==> config.mk <==
export PLATFORM = sky130hd
export DESIGN_NAME = usb_tx_encoder
export DESIGN_NICKNAME = d
export VERILOG_FILES = /design/src/rtl/usb_pkg.sv /design/src/rtl/usb_bit_timer.sv /design/src/rtl/usb_tx_encoder.sv
export SDC_FILE = /design/constraint.sdc
export NUM_CORES = 1
export LEC_CHECK = 0
export ABC_CLOCK_PERIOD_IN_PS = 2500
export BUFFER_PORTS_ARGS = -buffer_cell sky130_fd_sc_hd__buf_2
export CAP_MARGIN = 20
export CELL_PAD_IN_SITES_DETAIL_PLACEMENT = 0
export CELL_PAD_IN_SITES_GLOBAL_PLACEMENT = 1
export CORE_MARGIN = 1
export CORE_UTILIZATION = 44
export DETAILED_ROUTE_END_ITERATION = 16
export GPL_ROUTABILITY_DRIVEN = 0
export GPL_TIMING_DRIVEN = 1
export PLACE_DENSITY_LB_ADDON = 0.12
export SYNTH_ARGS = -nofsm -noshare
export SYNTH_HDL_FRONTEND = slang
export SYNTH_SLANG_ARGS = --single-unit
==> constraint.sdc <==
create_clock -name clk -period 2.5 [get_ports clk]
set_input_delay 0.125 -clock clk [delete_from_list [all_inputs] [get_ports clk]]
set_output_delay 0.125 -clock clk [all_outputs]
set_load 0.03 [all_outputs]
==> src/rtl/usb_pkg.sv <==
// usb_pkg: shared USB TX types, line-state constants and the NRZI helper.
package usb_pkg;
    typedef enum logic [2:0] {
        ST_IDLE,
        ST_SYNC,
        ST_DATA,
        ST_STUFF,
        ST_EOP_SE0,
        ST_EOP_J
    } tx_state_t;

    localparam logic [7:0] SYNC_BYTE    = 8'h80;
    localparam int         STUFF_LIMIT  = 6;
    localparam int         EOP_SE0_BITS = 2;

    // {D+, D-}
    localparam logic [1:0] LINE_J   = 2'b10;
    localparam logic [1:0] LINE_K   = 2'b01;
    localparam logic [1:0] LINE_SE0 = 2'b00;

    function automatic logic [1:0] nrzi(input logic [1:0] cur, input logic b);
        return b ? cur : ~cur;
    endfunction
endpackage

==> src/rtl/usb_bit_timer.sv <==
// usb_bit_timer: divides clk into bus bit periods; bit_strobe marks the last cycle of each period.
module usb_bit_timer #(
    parameter int CLKS_PER_BIT = 8
) (
    input  logic clk,
    input  logic n_rst,
    input  logic run,
    output logic bit_strobe
);
    localparam int CW = $clog2(CLKS_PER_BIT);

    logic [CW-1:0] cnt;

    assign bit_strobe = run && (cnt == CW'(CLKS_PER_BIT - 1));

    always_ff @(posedge clk or negedge n_rst) begin
        if (!n_rst)
            cnt <= '0;
        else
            cnt <= (!run || bit_strobe) ? '0 : cnt + 1'b1;
    end
endmodule

==> src/rtl/usb_tx_encoder.sv <==
// usb_tx_encoder: full-speed USB TX serialiser with bit stuffing, NRZI and EOP.
// Define USB_TX_SYNC_EN to have the block emit the SYNC byte itself ahead of the first accepted byte.
module usb_tx_encoder
    import usb_pkg::*;
#(
    parameter int CLKS_PER_BIT = 8
) (
    input  logic       clk,
    input  logic       n_rst,
    input  logic       tx_valid,
    input  logic [7:0] tx_data,
    input  logic       tx_last,
    output logic       tx_ready,
    output logic       busy,
    output logic       tx_done,
    output logic       tx_underrun,
    output logic       Dplus_out,
    output logic       Dminus_out
);
    tx_state_t  state;
    logic [7:0] shreg;
    logic [7:0] nxt_byte;
    logic [2:0] bit_idx;
    logic [2:0] ones_cnt;
    logic [1:0] eop_cnt;
    logic [1:0] line;
    logic       last;
    logic       in_sync;
    logic       bit_strobe;
    logic       stuff_due;
    logic       byte_end;
    logic       refill;
    logic       load_byte;
    logic       nxt_bit;

    usb_bit_timer #(.CLKS_PER_BIT(CLKS_PER_BIT)) u_timer (
        .clk        (clk),
        .n_rst      (n_rst),
        .run        (busy),
        .bit_strobe (bit_strobe)
    );

`ifdef USB_TX_SYNC_EN
    logic [7:0] held;
    assign nxt_byte = in_sync ? held : tx_data;
`else
    assign in_sync  = 1'b0;
    assign nxt_byte = tx_data;
`endif

    assign busy        = state != ST_IDLE;
    assign stuff_due   = ones_cnt == 3'(STUFF_LIMIT);
    assign nxt_bit     = shreg[bit_idx + 3'd1];
    // A byte ends on bit 7's strobe, or on the following stuff bit's strobe if one is owed.
    assign byte_end    = bit_strobe && bit_idx == 3'd7 &&
                         (state == ST_STUFF || ((state == ST_SYNC || state == ST_DATA) && !stuff_due));
    assign refill      = byte_end && !last && !in_sync;
    assign load_byte   = in_sync || (!last && tx_valid);
    assign tx_ready    = n_rst && (state == ST_IDLE || refill);
    assign tx_underrun = refill && !tx_valid;
    assign tx_done     = bit_strobe && state == ST_EOP_J;
    assign Dplus_out   = line[1];
    assign Dminus_out  = line[0];

    always_ff @(posedge clk or negedge n_rst) begin
        if (!n_rst) begin
            state    <= ST_IDLE;
            shreg    <= '0;
            bit_idx  <= '0;
            ones_cnt <= '0;
            eop_cnt  <= '0;
            last     <= 1'b0;
            line     <= LINE_J;
`ifdef USB_TX_SYNC_EN
            in_sync  <= 1'b0;
            held     <= '0;
`endif
        end else if (state == ST_IDLE) begin
            if (tx_valid) begin
                bit_idx <= '0;
                last    <= tx_last;
`ifdef USB_TX_SYNC_EN
                state    <= ST_SYNC;
                shreg    <= SYNC_BYTE;
                held     <= tx_data;
                in_sync  <= 1'b1;
                line     <= nrzi(line, SYNC_BYTE[0]);
                ones_cnt <= {2'b00, SYNC_BYTE[0]};
`else
                state    <= ST_DATA;
                shreg    <= tx_data;
                line     <= nrzi(line, tx_data[0]);
                ones_cnt <= {2'b00, tx_data[0]};
`endif
            end
        end else if (bit_strobe) begin
            case (state)
                ST_SYNC, ST_DATA, ST_STUFF: begin
                    if (state != ST_STUFF && stuff_due) begin
                        state    <= ST_STUFF;
                        line     <= ~line;
                        ones_cnt <= '0;
                    end else if (bit_idx != 3'd7) begin
                        state    <= state == ST_STUFF ? (in_sync ? ST_SYNC : ST_DATA) : state;
                        bit_idx  <= bit_idx + 3'd1;
                        line     <= nrzi(line, nxt_bit);
                        ones_cnt <= nxt_bit ? ones_cnt + 3'd1 : 3'd0;
                    end else if (load_byte) begin
                        state    <= ST_DATA;
                        shreg    <= nxt_byte;
                        bit_idx  <= '0;
                        last     <= in_sync ? last : tx_last;
                        line     <= nrzi(line, nxt_byte[0]);
                        ones_cnt <= nxt_byte[0] ? ones_cnt + 3'd1 : 3'd0;
`ifdef USB_TX_SYNC_EN
                        in_sync  <= 1'b0;
`endif
                    end else begin
                        state   <= ST_EOP_SE0;
                        line    <= LINE_SE0;
                        eop_cnt <= '0;
                    end
                end
                ST_EOP_SE0: begin
                    if (eop_cnt == 2'(EOP_SE0_BITS - 1)) begin
                        state <= ST_EOP_J;
                        line  <= LINE_J;
                    end else begin
                        eop_cnt <= eop_cnt + 2'd1;
                    end
                end
                ST_EOP_J: state <= ST_IDLE;
                default: ;
            endcase
        end
    end
endmodule

# Word-level counts from Yosys, hierarchy flattened
# Cells that the tools add are included.
# word_totals
regBits,25
input_bits,12
# op_classes
add_sub_neg,4
order_cmp,1
eq_ne,21
n_mux,57
bitwise_logic,2
reduce_logical,35
# op_table
operator,n
3-bit two-way mux,25
8-bit two-way mux,7
2-bit two-way mux,13
3-bit equality test (second input constant),5
5-bit AND reduction,3
2-bit inequality test (second input constant),7
1-bit logical AND,10
5-bit inequality test (second input constant),2
3-bit by 1-bit adder with 3-bit output (second input constant),3
3-bit case mux with 3 select lines,1
3-bit nonzero test,3
1-bit two-way mux,8
2-bit case mux with 2 select lines,2
2-bit nonzero test,4
4-bit nonzero test,2
7-bit AND reduction,1
3-bit by 2-bit equality test with 1-bit output (second input constant),2
3-bit inequality test (second input constant),2
6-bit AND reduction,1
1-bit zero test,4
1-bit logical OR,4
3-bit by 4-bit < comparator with 1-bit output (second input constant),1
4-bit AND reduction,1
1-bit binary-select mux with 3-bit select,1
8 further kinds,8

# Logic depth before layout (Yosys ltp)
# depth
ltp_word,9
mapped_depth,8
depth_no_buf,7

# Hierarchy
# Synthesis repeated with hierarchy kept, for this count alone.
# hier_totals
cells_unflattened,153
hier_area_um2,1586.5
# modules_own_cells
mod,instances,cells_per_inst,area_each_um2,seq_area_each_um2
usb_tx_encoder,1,144,1448.9,551.8
usb_bit_timer,1,9,137.6,75.1

# Least setup slack after synthesis
# No wires, ideal clock.
# synth_path
kind,register -> output
startpoint,reg ones_cnt[0]
endpoint,out tx_underrun
t_arrival_ns,1.988
required_time_ns,2.375
setup_slack_ns,0.387
path_stages_with_launch,8
n_path_buf,1
cell_sequence,dfrtp_1 inv_1 ha_1 and2_1 clkbuf_1 nand2_1 nand4b_1 nor4_1
# synth_between
elab_chain_len,7
# synth_rtl
item,line,source
from (decl),usb_tx_encoder.sv:24,logic [2:0] ones_cnt;
from (signal assigned),usb_tx_encoder.sv:93,"ones_cnt <= {2'b00, tx_data[0]};"
from (signal assigned),usb_tx_encoder.sv:107,ones_cnt <= nxt_bit ? ones_cnt + 3'd1 : 3'd0;
from (signal assigned),usb_tx_encoder.sv:114,ones_cnt <= nxt_byte[0] ? ones_cnt + 3'd1 : 3'd0;
3-bit equality test,usb_tx_encoder.sv:52,assign stuff_due = ones_cnt == 3'(STUFF_LIMIT);
1-bit zero test,usb_tx_encoder.sv:56,(state == ST_STUFF || ((state == ST_SYNC || state == ST_DATA) && !stuff_due));
1-bit logical AND,usb_tx_encoder.sv:56,
1-bit logical OR,usb_tx_encoder.sv:56,
1-bit logical AND,usb_tx_encoder.sv:55,assign byte_end = bit_strobe && bit_idx == 3'd7 &&
1-bit logical AND,usb_tx_encoder.sv:57,assign refill = byte_end && !last && !in_sync;
1-bit logical AND,usb_tx_encoder.sv:60,assign tx_underrun = refill && !tx_valid;
to (decl),usb_tx_encoder.sv:16,"output logic tx_underrun,"
# No other way between the ends.

# Worst setup path in the final report
# layout_path
startpoint,reg state[1]
endpoint,reg ones_cnt[2]
# layout_between
elab_chain_len,6
# layout_rtl
item,line,source
from (decl),usb_tx_encoder.sv:20,tx_state_t state;
from (signal assigned),usb_tx_encoder.sv:104,state <= state == ST_STUFF ? (in_sync ? ST_SYNC : ST_DATA) : state;
3-bit by 2-bit inequality test with 1-bit output,usb_tx_encoder.sv:99,if (state != ST_STUFF && stuff_due) begin
1-bit logical AND,usb_tx_encoder.sv:99,
3-bit two-way mux,usb_tx_encoder.sv:99,
3-bit two-way mux,usb_tx_encoder.sv:97,case (state)
3-bit two-way mux,usb_tx_encoder.sv:96,end else if (bit_strobe) begin
3-bit two-way mux,usb_tx_encoder.sv:78,end else if (state == ST_IDLE) begin
# Several ways; a longest one is shown, not always the timed one. The select of a mux whose other input is x is not followed.
# A chain may end at the register's enable or synchronous reset.

==> impl_metrics.ini <==
[layout]
antenna_cells = 0
final_common_cell = dfrtp_1
nNetsFinal = 195
regArea_um2 = 627
fillers = 300
area_delta_synth_final_pct = 15.0
final_cell_mix = 24 x dfrtp_1, 17 x buf_2, 15 x mux2_2
multi_input_area_um2 = 810
final_layout_size_suffix_gt1_share_pct = 25.7

[grt]
grt_pass1_wl_um = 5800
grt_start_max_net_pins = 27
grt_use_total_pct = 21.7
grt_pass1_vias = 1237
gr-total-overflow = 0
antenna_found_initial = 0

[min_path]
min-delay-start = tx_data[4]
worstHoldPathCells = 2
whs_endpoint = shreg[4]$_DFFE_PN0P_
min_path_type = in2reg

[die]
die_height_um = 60.4
start_util_pct = 47.5
fp-row-count = 20
num_io_pins = 18
die_area_um2 = 3640
core-area_um2 = 3150
fp.dieW_um = 60.4

[synth]
yosysUniqueCellTypes = 49
yosys_most_used_dff = dfrtp_1
synthesis.nets = 170
netlist_area_um2 = 1500
avgSynthCellArea_um2 = 9.93
syn_inst = 151
synth_seq_area_share_pct = 41.8
synth_edf_count = 0
ys_ff_latch = 25
synth-warning-count = 0
ys_async_sr_fraction_pct = 100

[routing]
wl_per_cell_um = 15.5
vias = 1250
drt_iter0_drc = 55
drc_errors = 0
first_pass_iters = 4
routed_wl_um = 3390
postRouteAntennaNets = 0
viasPerCell = 5.71

[timing]
hold_viol = 0
period_share_pct = 89.9
maxSlewHeadroom_pct = 68.6
report.final.slew_viol_count = 0
rsz0062_at_grt = false
finClkSkew_ps = 7.15
finalSetupViolCount = 0
worst_pin_slew_ps = 471
fin_hold_ws_ps = 13.4
fmax_mhz = 445
tns_ps = 0
period_minus_slack_ps = 2250

[clock_network]
htreeDepth = 1
hold_buffers = 5
cts_buffer_depth = 2
cts.sinks = 25
insertion_delay_ps = 330
post-cts-setup-buffers = 0
cts_tree = done
cts_resized = 0
clkTransAtPathRegs_ps = 150
cts_made_buffers = 3
clock-root-buffer = clkbuf_4

[placement]
io_buffer_count = 17
hpwl_um = 2460

[setup_path]
start_kind = flip-flop
rrSetupSlack_ps = 250
path_class = reg2reg
cp.required_ps = 2740
worstPathArrival_ps = 2490
worstPathMaxFanout = 15
reg2reg_to = ones_cnt[2]$_DFFE_PN0P_
worst_setup_path_end_kind = flip-flop
path_cells = or3b_2 -> a21oi_1 -> o21ai_1 -> o21bai_1 -> a21o_1
critPathMaxStageDelay_ps = 580
crit_slowest_cell = dfrtp_1
reg2regPathDepth = 5
rr_startpoint = state[1]$_DFFE_PN0P_

[power_and_ir_drop]
power_mw = 0.630
p_per_area_nw_per_um2 = 365
ir_drop_v = 0.000233
power.leakage_nw = 0.821

[outcome]
status = complete, no violations

[flow_run]
maxCapViolations = 0
==> state kept, by name, indices dropped and copies added (netlist names) <==
name and count:
line 2, shreg 8, ones_cnt 3, state 3, bit_idx 3, eop_cnt 2, last 1, u_timer.cnt 3
==> layout make-up <==
class / instances / area share, %
tap: 44 / 3.19
inverter: 10 / 2.18
timing repair buffer: 26 / 9.58
clock inverter: 1 / 0.435
clock buffer: 3 / 1.31
multi-input combinational: 110 / 47.0
sequential: 25 / 36.4
==> cell usage after synthesis (2+ instances only) <==
cell type,number,area (µm²)
nor2b_1,2,12.5
a2bb2oi_1,3,26.3
nand3_1,3,15.0
a21oi_1,8,40.0
ha_1,7,87.6
a21o_1,2,15.0
nor3b_1,3,22.5
o31ai_1,2,15.0
and2_1,2,12.5
o21ai_0,8,40.0
nor4_1,2,12.5
clkbuf_1,4,15.0
nor2_1,8,30.0
nand2_1,14,52.6
nor3_1,2,10.0
inv_1,10,37.5
dfrtp_1,24,601
mux2_2,15,169
buf_2,2,10.0
==> kinds of logic after synthesis <==
kind of cell / count (synthesis) / share of synthesized area, %
AND/OR/NAND/NOR: 45 / 15.6
multiplexers: 18 / 14.2
buffers and inverters: 16 / 4.17
XOR/XNOR: 1 / 0.584
flip-flops: 25 / 41.8
adder cells (fa/ha/maj): 7 / 5.84
AO/OA/AOI/OAI: 39 / 17.8
==> report_power, final <==
group          leakage, nW  total (mW)  internal, mW  switching, mW
Sequential           0.326       0.405         0.405              0
Clock               0.0139       0.198        0.0613          0.137
Combinational        0.480      0.0277        0.0130         0.0147
Total                0.821       0.630         0.479          0.151
==> through the flow <==
step / setup slack, ps / utilization, % / instances / cell area [µm²]
finish: 253 / 54.7 / 219 / 1720
global route: 118 / 54.7 / 219 / 1720
CTS: 291 / 54.7 / 219 / 1720
detailed placement: 323 / 52.1 / 210 / 1640
global placement: 363 / 52.1 / 210 / 1640
floorplan: 387 / - / 151 / 1500
==> how the worst max path moves through the flow <==
stage                                       start                      end  slack (ps)  cells after the start
after floorplan           ones_cnt[0]$_DFFE_PN0P_              tx_underrun         390                      7
after detailed placement     state[1]$_DFFE_PN0P_  ones_cnt[2]$_DFFE_PN0P_         320                      5
final                        state[1]$_DFFE_PN0P_  ones_cnt[2]$_DFFE_PN0P_         250                      5
after global routing         state[1]$_DFFE_PN0P_  ones_cnt[2]$_DFFE_PN0P_         120                      5
after global placement     bit_idx[0]$_DFFE_PN0P_     state[1]$_DFFE_PN0P_         360                      7
after CTS                  bit_idx[0]$_DFFE_PN0P_     state[1]$_DFFE_PN0P_         290                      7
==> worst max-delay path, delay by kind of cell (launching register included) <==
family | cells | cell delay (ps)
and+or+nand+nor | 1 | 520
DFF | 1 | 580
AOI/OAI and AO/OA | 4 | 1050
==> routing by layer <==
layer	global-route usage, %	wire length [µm]	vias up
met4	6.31	36	0
li1	-	-	601
met1	30.1	1570	618
met5	0	0	-
met2	36.3	1680	27
met3	1.92	101	4
No activity file was read; power rests on OpenSTA's default activity.
